## config.mk

```make
export PLATFORM = sky130hd
export DESIGN_NAME = sticky_flag_reader
export DESIGN_NICKNAME = d
export VERILOG_FILES = /design/src/rtl/sticky_pkg.sv /design/src/rtl/sticky_bit.sv /design/src/rtl/sticky_flag_reader.sv
export SDC_FILE = /design/constraint.sdc
export NUM_CORES = 1
export LEC_CHECK = 0
export ABC_AREA = 1
export CAP_MARGIN = 5
export CORE_MARGIN = 2
export CORE_UTILIZATION = 53
export DETAILED_ROUTE_END_ITERATION = 12
export HOLD_SLACK_MARGIN = 0.06
export PLACE_DENSITY = 0.84
export SLEW_MARGIN = 20
export SYNTH_ARGS = -nofsm -noshare
export SYNTH_HDL_FRONTEND = slang
export SYNTH_SLANG_ARGS = --single-unit
```

## constraint.sdc

```tcl
create_clock -name clk -period 8.3 [get_ports clk]
set_input_delay 1.66 -clock clk [delete_from_list [all_inputs] [get_ports clk]]
set_output_delay 1.66 -clock clk [all_outputs]
set_load 0.01 [all_outputs]
```

## src/rtl/sticky_pkg.sv

```systemverilog
// sticky_pkg: shared state type and helper functions for sticky_flag_reader
package sticky_pkg;
  typedef enum logic {IDLE, RESP} state_t;
  function automatic int sat_max(input int w);
    return (1 << w) - 1;
  endfunction
  function automatic int popcount(input logic [63:0] v);
    int c;
    c = 0;
    for (int k = 0; k < 64; k++) c += int'(v[k]);
    return c;
  endfunction
endpackage

```

## src/rtl/sticky_bit.sv

```systemverilog
// sticky_bit: one sticky flag, set wins over clear, reports collisions with a held flag
module sticky_bit (
  input  logic clk,
  input  logic rst,
  input  logic set,
  input  logic clr,
  output logic q,
  output logic coll
);
  assign coll = set & q & ~clr;
  always_ff @(posedge clk or posedge rst)
    if (rst) q <= 1'b0;
    else q <= set ? 1'b1 : clr ? 1'b0 : q;
endmodule

```

## src/rtl/sticky_flag_reader.sv

```systemverilog
// sticky_flag_reader: sticky event flags with read-and-clear snapshot port and drop counter
module sticky_flag_reader
  import sticky_pkg::*;
#(
  parameter int N     = 8,
  parameter int CNT_W = 8
) (
  input  logic             clk,
  input  logic             rst,
  input  logic [N-1:0]     evt_i,
  input  logic [N-1:0]     irq_en,
  input  logic             req_valid,
  output logic             req_ready,
  output logic             rsp_valid,
  input  logic             rsp_ready,
  output logic [N-1:0]     rsp_flags,
  output logic [CNT_W-1:0] rsp_drop_cnt,
  output logic             irq
);
  localparam int MAX = sat_max(CNT_W);
  state_t r_state, w_next;
  logic [N-1:0] w_flags, w_coll;
  logic [CNT_W-1:0] r_drop_cnt;
  logic w_accept;
  int w_sum;
  for (genvar g = 0; g < N; g++) begin : g_bit
    sticky_bit u_bit (
      .clk  (clk),
      .rst  (rst),
      .set  (evt_i[g]),
      .clr  (w_accept),
      .q    (w_flags[g]),
      .coll (w_coll[g])
    );
  end
  assign irq = |(w_flags & irq_en);
  always_comb begin
    req_ready = (r_state == IDLE) & ~rst;
    rsp_valid = r_state == RESP;
    w_accept  = req_valid & req_ready;
    w_next    = w_accept ? RESP : (rsp_valid & rsp_ready) ? IDLE : r_state;
    w_sum     = int'(r_drop_cnt) + popcount(64'(w_coll));
  end
  always_ff @(posedge clk or posedge rst)
    if (rst) r_state <= IDLE;
    else r_state <= w_next;
  always_ff @(posedge clk or posedge rst)
    if (rst) r_drop_cnt <= '0;
    else r_drop_cnt <= w_accept ? '0 : (w_sum > MAX) ? CNT_W'(MAX) : CNT_W'(w_sum);
  always_ff @(posedge clk or posedge rst)
    if (rst) begin
      rsp_flags    <= '0;
      rsp_drop_cnt <= '0;
    end else if (w_accept) begin
      rsp_flags    <= w_flags;
      rsp_drop_cnt <= r_drop_cnt;
    end
endmodule
```

**Yosys cells after proc, flatten, opt, wreduce, memory -nomap -nowiden**

Cells that the tools add are included.

- Magnitude comparators: 1
- $add $sub $neg: 8
- Bitwise gates (word level): 23
- Reduce and logical (&&, ||, !) cells: 10
- Multiplexer cells: 13

Operator list:

| cell | number |
|---|---|
| $and A1 B1 Y1 | 19 |
| $reduce_bool A2 Y1 | 9 |
| $mux W8 | 2 |
| $mux W1 | 11 |
| $add A8 B8 Y9 | 1 |
| $gt A9 B8 Y1 const B | 1 |
| $add A7 B1 Y8 | 1 |
| $and A8 B8 Y8 | 1 |
| $reduce_or A8 Y1 | 1 |
| $add A6 B1 Y7 | 1 |
| $add A5 B1 Y6 | 1 |
| $add A4 B1 Y5 | 1 |
| $add A3 B1 Y4 | 1 |
| $add A2 B1 Y3 | 1 |
| $not A1 Y1 | 3 |
| $add A1 B1 Y2 | 1 |

- Register bits after elaboration: 33
- Word-level logic and storage cells: 67
- Input bits: 20
- Output and inout bits: 19

**Longest topological paths before layout**

Gate-level depths: netlist (run 1).

- Depth in word-level cells: 16
- Mapped depth: 19
- Depth with buffers taken out: 18

**By module**

A second synthesis (run 1) with hierarchy kept.

- Cells, all modules: 222
- Area total of the unflattened synthesis: 1773.0 um^2

By module, submodules not included:

| module | seq. area each (um^2) | cells each | times used | area each (um^2) |
|---|---|---|---|---|
| sticky_flag_reader | 625.6 | 158 | 1 | 1362.6 |
| sticky_bit | 25.0 | 8 | 8 | 51.3 |

**Worst setup path before layout (run 1)**

Ideal clock, no wire load.

- Path type: input-to-reg
- Start point: in rst
- End point: reg r_drop_cnt[5]
- Stages on the path: 18
- Arrival time: 5263 ps
- Path slack: 2924 ps
- Path buffers: 1
- Cells stage by stage: nor2_2 > nand2_2 > inv_2 > buf_2 > nor3_1 > fa_1 > inv_1 > fa_1 > inv_1 > fa_1 > fa_1 > fa_1 > nand3_1 > nand2_1 > nand2_2 > nand3_1 > nand2_1 > inv_1

- Cells in the longest elaborated chain, start to end: 16
- Elaborated cells between the ends (all ways): 23
- Those cells by class: add/sub (8); order compare (1); mux (2); bitwise (12)

Ends and longest elaborated chain:

| what | RTL line | source |
|---|---|---|
| start, declared | sticky_flag_reader.sv:9 | `input logic rst,` |
| $not A1 Y1 * | sticky_flag_reader.sv:38 | `req_ready = (r_state == IDLE) & ~rst;` |
| $and A1 B1 Y1 * | sticky_flag_reader.sv:38 |  |
| $and A1 B1 Y1 * | sticky_flag_reader.sv:40 | `w_accept = req_valid & req_ready;` |
| $not A1 Y1 | sticky_bit.sv:10 | `assign coll = set & q & ~clr;` |
| $and A1 B1 Y1 | sticky_bit.sv:10 |  |
| $add A1 B1 Y2 | sticky_pkg.sv:10 | `for (int k = 0; k < 64; k++) c += int'(v[k]);` |
| $add A2 B1 Y3 | sticky_pkg.sv:10 |  |
| $add A3 B1 Y4 | sticky_pkg.sv:10 |  |
| $add A4 B1 Y5 | sticky_pkg.sv:10 |  |
| $add A5 B1 Y6 | sticky_pkg.sv:10 |  |
| $add A6 B1 Y7 | sticky_pkg.sv:10 |  |
| $add A7 B1 Y8 | sticky_pkg.sv:10 |  |
| $add A8 B8 Y9 | sticky_flag_reader.sv:42 | `w_sum = int'(r_drop_cnt) + popcount(64'(w_coll));` |
| $gt A9 B8 Y1 | sticky_flag_reader.sv:49 | `else r_drop_cnt <= w_accept ? '0 : (w_sum > MAX) ? CNT_W'(MAX) : CNT_W'(w_sum);` |
| $mux W8 | sticky_flag_reader.sv:49 |  |
| $mux W8 * | sticky_flag_reader.sv:49 |  |
| end signal, assigned | sticky_flag_reader.sv:49 |  |
| end, declared | sticky_flag_reader.sv:23 | `logic [CNT_W-1:0] r_drop_cnt;` |

Every way passes the cells marked *; elsewhere a longest branch is shown, timed or not.
A chain may end at the register's enable or synchronous reset.

**Worst setup path after layout (run 1)**

Ends and elaborated chain as after synthesis.

==> impl_results.md, run 1 <==
* Detail Placement HPWL at approximately 2400 um
* Outcome: completed
* End of the worst hold path: rsp_flags[4]$_DFFE_PP0N_
* Clock latency on the worst-skew pair at between 0.3 and 0.4 ns
* Starting density of the core at 0.5508
* Wire length of the first global-routing pass at between 5000 and 6000 um
* Global placement routability congestion at 0.9051
* Arrival time of the worst setup path at between 6 and 7 ns
* Net Count, Synth at 219
* Number of clock sinks at 33
* # port buffers at 38
* Minimum hold slack at 0.4873 ns
* Internal portion of total power at about 380 uW
* Setup Viol. Count Final at 0
* Die outline area at 3611 sq um
* Clk slew on worst S/H paths at roughly 0.10 ns
* Worst hold stages at 2
* Final hold violations at 0
* Chip height at about 60 um
* Max Root-Sink Buffers at 2
* Endpoint of the worst-slack reg-to-reg timing path: r_drop_cnt[5]$_DFF_PP0_
* Initial antenna violation count at 0
* Flop and latch count out of synthesis at 33
* Total negative slack at 0 ns
* WL/cell at roughly 12 um
* Post-route DRC violation count at 0
* Fraction of layout instances using a drive strength above 1 at 0.06114
* Synth top area cells: sky130_fd_sc_hd__dfrtp_1, sky130_fd_sc_hd__nand2_1, sky130_fd_sc_hd__inv_1, sky130_fd_sc_hd__fa_1, sky130_fd_sc_hd__o21ai_0
* TritonCTS clock tree: built
* Worst reg2reg setup slack at around 3.6 ns
* Clk Tree Root Cell: sky130_fd_sc_hd__clkbuf_4
* Footprint of the flip-flops and latches at between 800 and 900 sq um
* Startpoint of the worst register-to-register path: rsp_valid$_DFFE_PP0P_
* Leading area contributor after synthesis: sky130_fd_sc_hd__dfrtp_1
* Worst rel slew slack at 0.6274
* Peak fanout along the critical path at 34
* Total number of placement rows at 20
* Global-route congestion overflow total at 0
* Kind of critical path: input port to flop
* Post-CTS resize count at 0
* Fraction of power spent switching nets at 0.3706
* Tot GR Track Use at 0.2066
* Post-Syn Instances at around 190
* Maximum level of the CTS H-tree at 2
* ANT cells at 0
* Layout Skew at approximately 0.0083 ns
* Post-CTS Repair Setup Buffers at 0
* Vias after detailed routing at 1348
* Worst r2r path cells at 17
* Leakage power summed over all cells at 0.001095 uW
* Die boundary width at 60.10 um
* Num CTS Buffers at 5
* Period utilisation layout at 0.7273
* Cell area after placement at ~2100 sq um
* Share of total power in sequential cells at 0.373
* Detailed Route WL at about 3300 um
* Worst endpoint required time at about 8.5 ns
* Distinct cells, synth at 21
* Placeable core region at just over 3000 sq um
* Kind of start point of the critical path: input port
* Post-route antenna net violation count at 0
* # IOs at 39
* Synthesized area divided by synthesized cell count at about 9 sq um
* Max-cap violations at 0
* Slew at the pin closest to its max-slew limit at between 0.5 and 0.6 ns
* Starting DRC count in detailed routing at approximately 60
* Portion of total power attributed to the clock network at 0.149
* Vias in the first global route at roughly 1.3k
* Time the final worst path needs with I/O delays and setup at 6.036 ns
* Unrepaired setup endpoints after global routing: no
* Final layout net count at 260
* Area grow syn2layout at 27.91%
* Synthesized area at ~1700 sq um
* Psw at around 230 uW
* Count of pins over their slew limit at 0
* Total power after layout at 609.8 uW
* Number of hold buffers added after cts at 0
* Post-route design area at 2133 sq um
* Pre-Repair DR Iteration Count at 4
* Kind of end point of the critical path: flop
* Pin count of the biggest net entering global routing at 35
* Class of the tightest hold or removal check: flop to flop
* Footprint of the multi-input gates at approximately 690 sq um
* Most common cell after layout, fill and taps aside: sky130_fd_sc_hd__nand2_1
* Fill cells at around 260
* Sequential fraction of the synthesis area at 0.4951
* Via-to-Cell Ratio at just under 5
* Fmax at ~0.17 GHz
* Worst vdd rail ir drop at about 0.0002 V
* Most frequent cells in the layout: sky130_fd_sc_hd__nand2_1, sky130_fd_sc_hd__clkdlybuf4s50_1, sky130_fd_sc_hd__dfrtp_1, sky130_fd_sc_hd__inv_1, sky130_fd_sc_hd__o21ai_0
* Fraction of synthesized cell area taken by the top area cell type at 0.4951
* Power density over the cells at approximately 290 nW/um^2
* Logic pwr share at 0.479
* Start point of the worst min-delay path: rsp_flags[4]$_DFFE_PP0N_
* Number of warnings printed during yosys synthesis at 0
area by class of cell:
type,count,share of cell area
well taps,44,0.02581
inverters,32,0.05630
multi-input cells,118,0.3232
repair buffers,39,0.1818
flip-flops and latches,33,0.3871
clock buffers,7,0.02581
worst max-delay path, stage by stage:
cell	delay (ns)
sky130_fd_sc_hd__clkdlybuf4s50_1	0.43
sky130_fd_sc_hd__nor2_2	0.12
sky130_fd_sc_hd__nand2_2	0.34
sky130_fd_sc_hd__inv_2	0.42
sky130_fd_sc_hd__nor3_1	0.12
sky130_fd_sc_hd__fa_1	0.53
sky130_fd_sc_hd__inv_1	0.06
sky130_fd_sc_hd__fa_1	0.53
sky130_fd_sc_hd__inv_1	0.05
sky130_fd_sc_hd__fa_1	0.50
sky130_fd_sc_hd__fa_1	0.49
sky130_fd_sc_hd__fa_1	0.45
sky130_fd_sc_hd__nand3_1	0.13
sky130_fd_sc_hd__nand2_1	0.10
sky130_fd_sc_hd__nand2_2	0.15
sky130_fd_sc_hd__nand3_1	0.09
sky130_fd_sc_hd__nand2_1	0.06
sky130_fd_sc_hd__inv_1	0.05
per-layer routing:
metal	wire, um	up-vias	global-route usage
met5	0	-	0
met4	79	0	0.1143
met3	149	6	0.06061
met2	1503	35	0.3307
met1	1540	628	0.2486
li1	-	679	-
worst max-delay path by stage:
stage	from	end	cells past startpoint
floorplan	rst	r_drop_cnt[5]$_DFF_PP0_	18
global placement	rst	r_drop_cnt[5]$_DFF_PP0_	18
detailed placement	rst	r_drop_cnt[5]$_DFF_PP0_	18
CTS	rst	r_drop_cnt[5]$_DFF_PP0_	18
global route	rst	r_drop_cnt[5]$_DFF_PP0_	18
finish	rst	r_drop_cnt[5]$_DFF_PP0_	18
synthesized netlist by cell type:
cell type and number:
sky130_fd_sc_hd__o21bai_1 2, sky130_fd_sc_hd__inv_2 1, sky130_fd_sc_hd__ha_1 6, sky130_fd_sc_hd__nor2_2 1, sky130_fd_sc_hd__clkbuf_1 1, sky130_fd_sc_hd__clkbuf_8 1
sky130_fd_sc_hd__nor2_1 4, sky130_fd_sc_hd__nand3_1 10, sky130_fd_sc_hd__a22o_1 3, sky130_fd_sc_hd__nand3_2 1, sky130_fd_sc_hd__nand4_1 2, sky130_fd_sc_hd__a21oi_1 8
sky130_fd_sc_hd__xnor2_1 2, sky130_fd_sc_hd__o21ai_0 20, sky130_fd_sc_hd__nor3_1 7, sky130_fd_sc_hd__nand2_2 4, sky130_fd_sc_hd__fa_1 5, sky130_fd_sc_hd__inv_1 31
sky130_fd_sc_hd__buf_2 3, sky130_fd_sc_hd__nand2_1 43, sky130_fd_sc_hd__dfrtp_1 33
registers in the layout, indices dropped and copies added, names as in the netlist:
register       cells
g_bit.u_bit.q      8
r_drop_cnt         8
rsp_drop_cnt       8
rsp_flags          8
rsp_valid          1
per-stage QoR:
step / cells / setup slack [ns] / util
final: 273 / 2.264 / 0.7045
after global routing: 273 / 1.975 / 0.7045
after CTS: 273 / 2.262 / 0.7045
after detailed placement: 266 / 1.889 / 0.6864
after global placement: 266 / 2.020 / 0.6864
after floorplan: 188 / 2.924 / -
cell families (layout without fill, tap and decap cells):
family | count (synthesis) | in the layout | share of synthesized area
simple gates | 72 | 72 | 0.1890
compound gates | 33 | 33 | 0.1088
xor+xnor | 2 | 2 | 0.01050
flops | 33 | 33 | 0.4951
fa+ha+maj | 11 | 11 | 0.1050
buf+inv | 37 | 78 | 0.09151
power groups by stage:
stage / clock, uW / sequential (uW) / combinational, uW
detailed placement: 0 / 230 / 292
finish: 90.6 / 227 / 292
CTS: 93.5 / 227 / 296
global route: 99.2 / 232 / 332
floorplan: 0 / 237 / 186
global placement: 0 / 229 / 285
Power figures use the tool's default switching activity.
==> inputs of run 2 (changes only) <==
- CORE_UTILIZATION: 53 -> 49
- PLACE_DENSITY: 0.84 -> 0.79
- clock period: 8.3 -> 6.2 ns (I/O delays scaled with it)
==> run 2 against run 1 <==
  * Cell count increased by 1.5%
  * Flip-flop and latch count unchanged
  * Routed wire length increased by 0.92%
  * Core utilization decreased by 5.3 points
  * Critical path depth unchanged
  * Critical path type unchanged
  * Combinational power increased by 34%
  * Register-to-register slack got worse by 1.7 ns
  * Cell area increased by 1.2%
  * Sequential power increased by 34%
  * Global-route usage decreased by 1.5 points
  * Clock power increased by 49%
  * Sequential share of layout area decreased by 0.45 points
==> impl_results.md, run 2 (synthesis results as in run 1) <==
* Pin count of the biggest net entering global routing at 34
* Arrival time of the worst setup path at 5.42 ns
* Fill cells at 279
* Fraction of layout instances using a drive strength above 1 at 0.07359
* Max-cap violations at 0
* Outcome: completed
* Buffering stage count on the worst path with inverters included at 5
* Portion of total power attributed to the clock network at 0.163
* Slew at the pin closest to its max-slew limit at just over 0.4 ns
* WL/cell at ~12 um
* Post-route DRC violation count at 0
* Area grow syn2layout at 29.41%
* Total number of placement rows at 21
* Global-route met1 utilization at 0.2304
* Post-CTS Repair Setup Buffers at 0
* Core utilization of the finished layout at 0.6519
* Stage delay of the slowest cell on the critical path at 0.52 ns
* Pre-Repair DR Iteration Count at 4
* Tot GR Track Use at 0.1914
* Most common cell after layout, fill and taps aside: sky130_fd_sc_hd__nand2_1
* Vias in the first global route at approximately 1.3k
* Fmax at 0.1926 GHz
* Total negative slack at 0 ns
* Total power after layout at 828.4 uW
* CP top delay family: adder cells
* Time the final worst path needs with I/O delays and setup at between 5 and 6 ns
* Post-route antenna net violation count at 0
* Cell Chain, Critical Path: clkdlybuf4s50_1, nor2_2, nand2_2, inv_2, nor3_1, fa_1, inv_1, fa_1, inv_1, fa_1, fa_1, fa_1, nand3_1, nand2_1, nand2_2, nand3_1, nand2_1, inv_1
* Final layout net count at ~260
* Fraction of power spent switching nets at 0.3651
* Clock latency on the worst-skew pair at 0.33 ns
* Worst rel slew slack at 0.7272
* Global-route congestion overflow total at 0
* Initial antenna violation count at 0
* Setup slack of the critical path after layout at 1.007 ns
* Die boundary width at 62.34 um
* Layout Skew at slightly above 0.01 ns
* Wire length of the first global-routing pass at approximately 5700 um
* Num CTS Buffers at 5
* Leakage power summed over all cells at about 0.0011 uW
* Met2 Resource Use GR at 0.3166
* Detailed Route WL at about 3300 um
* Kind of start point of the critical path: input port
* Count of pins over their slew limit at 0
* Clk slew on worst S/H paths at roughly 0.090 ns
* Logic pwr share at 0.470
* Die outline area at 3886 sq um
* Starting density of the core at 0.5038
* Final hold violations at 0
* Internal portion of total power at approximately 530 uW
* Most frequent cells in the layout: sky130_fd_sc_hd__nand2_1, sky130_fd_sc_hd__clkdlybuf4s50_1, sky130_fd_sc_hd__dfrtp_1, sky130_fd_sc_hd__inv_1, sky130_fd_sc_hd__o21ai_0
* Clk Tree Root Cell: sky130_fd_sc_hd__clkbuf_4
* Via-to-Cell Ratio at 4.830
* # IOs at 39
* TritonCTS clock tree: built
* Layer with the highest usage: met2
* Detail Placement HPWL at about 2500 um
* Worst endpoint required time at around 6.4 ns
* Number of clock sinks at 33
* Share of total power in sequential cells at 0.367
* Worst vdd rail ir drop at 0.0002301 V
* Setup Viol. Count Final at 0
* Vias after detailed routing at between 1k and 1.5k
* Number of hold buffers added after cts at 0
* Post-placement worst setup slack at between 0.6 and 0.7 ns
* Class of the tightest hold or removal check: flop to flop
* Max Root-Sink Buffers at 2
* Period utilisation layout at 0.8376
* Top cell by count, worst path: sky130_fd_sc_hd__fa_1
* Starting DRC count in detailed routing at 77
* Maximum level of the CTS H-tree at 2
* Met3 Track Usage GR at 0.06703
* ANT cells at 0
* Chip height at ~62 um
* Psw at ~300 uW
* Peak fanout along the critical path at 24
* Max stage delay cell, worst path: sky130_fd_sc_hd__fa_1
* Post-CTS resize count at 0
* Kind of critical path: input port to flop
* Global placement routability congestion at 0.8321
* Placeable core region at roughly 3300 sq um
* Power density over the cells at around 380 nW/um^2
* Unrepaired setup endpoints after global routing: no
* Kind of end point of the critical path: flop
* # port buffers at 38
==> run 2: cell count changes in the layout (fill, tap and decap cells not counted), sizes merged <==
| cell | delta |
|---|---|
| buf | +1 |
| clkinv | +1 |
==> run 2: cell type report <==
type / count / area [sq um] / area share
Clock buffer: 7 / 65.06 / 0.03014
Tap cell: 46 / 57.56 / 0.02667
Sequential cell: 33 / 825.8 / 0.3826
Timing Repair Buffer: 40 / 395.4 / 0.1832
Multi-Input combinational cell: 118 / 689.4 / 0.3194
Inverter: 32 / 120.1 / 0.05565
Clock inverter: 1 / 5.005 / 0.002319
==> run 2: layer usage <==
layer	wire length, um	up-vias	part of all wire
met5	0	-	0
met3	182	5	0.055
met1	1497	622	0.45
met4	42	0	0.013
li1	-	681	-
met2	1579	30	0.48
==> run 2: worst reg2reg max path: cells and delay by family (launching register included) <==
family,cells,cell delay [ns]
adder cells (fa/ha/maj),5,2.46
buffers and inverters,4,0.43
flip-flops,1,0.41
AND/OR/NAND/NOR,8,0.87
==> run 2: worst paths after layout <==
path                            slack [ns]  cells past startpoint                   startpoint                          end
worst min register to register        0.48                      2  rsp_drop_cnt[1]$_DFFE_PP0N_  rsp_drop_cnt[1]$_DFFE_PP0N_
worst max-delay path                  1.01                     18                          rst      r_drop_cnt[5]$_DFF_PP0_
min in group asynchronous             1.34                      3                          rst        rsp_valid$_DFFE_PP0P_
worst max register to register        1.92                     17        rsp_valid$_DFFE_PP0P_      r_drop_cnt[5]$_DFF_PP0_
worst min-delay path                  0.48                      2  rsp_drop_cnt[1]$_DFFE_PP0N_  rsp_drop_cnt[1]$_DFFE_PP0N_
max in group asynchronous             4.55                      3                          rst  rsp_drop_cnt[3]$_DFFE_PP0N_
==> run 2: per-stage QoR <==
stage          instances  cell area [sq um]  hold slack, ns
2_1_floorplan        188               1668          0.4483
3_3_place_gp         269               2088          0.4641
3_5_place_dp         269               2088          0.4639
4_1_cts              277               2158          0.4881
5_1_grt              277               2158          0.5201
6_report             277               2158          0.4811
==> run 2: power by group through the flow <==
stage / sequential (uW) / clock (uW) / combinational [uW]
floorplan: 318 / 0 / 249
global placement: 307 / 0 / 382
detailed placement: 309 / 0 / 386
CTS: 304 / 141 / 394
global route: 312 / 151 / 445
finish: 304 / 135 / 390
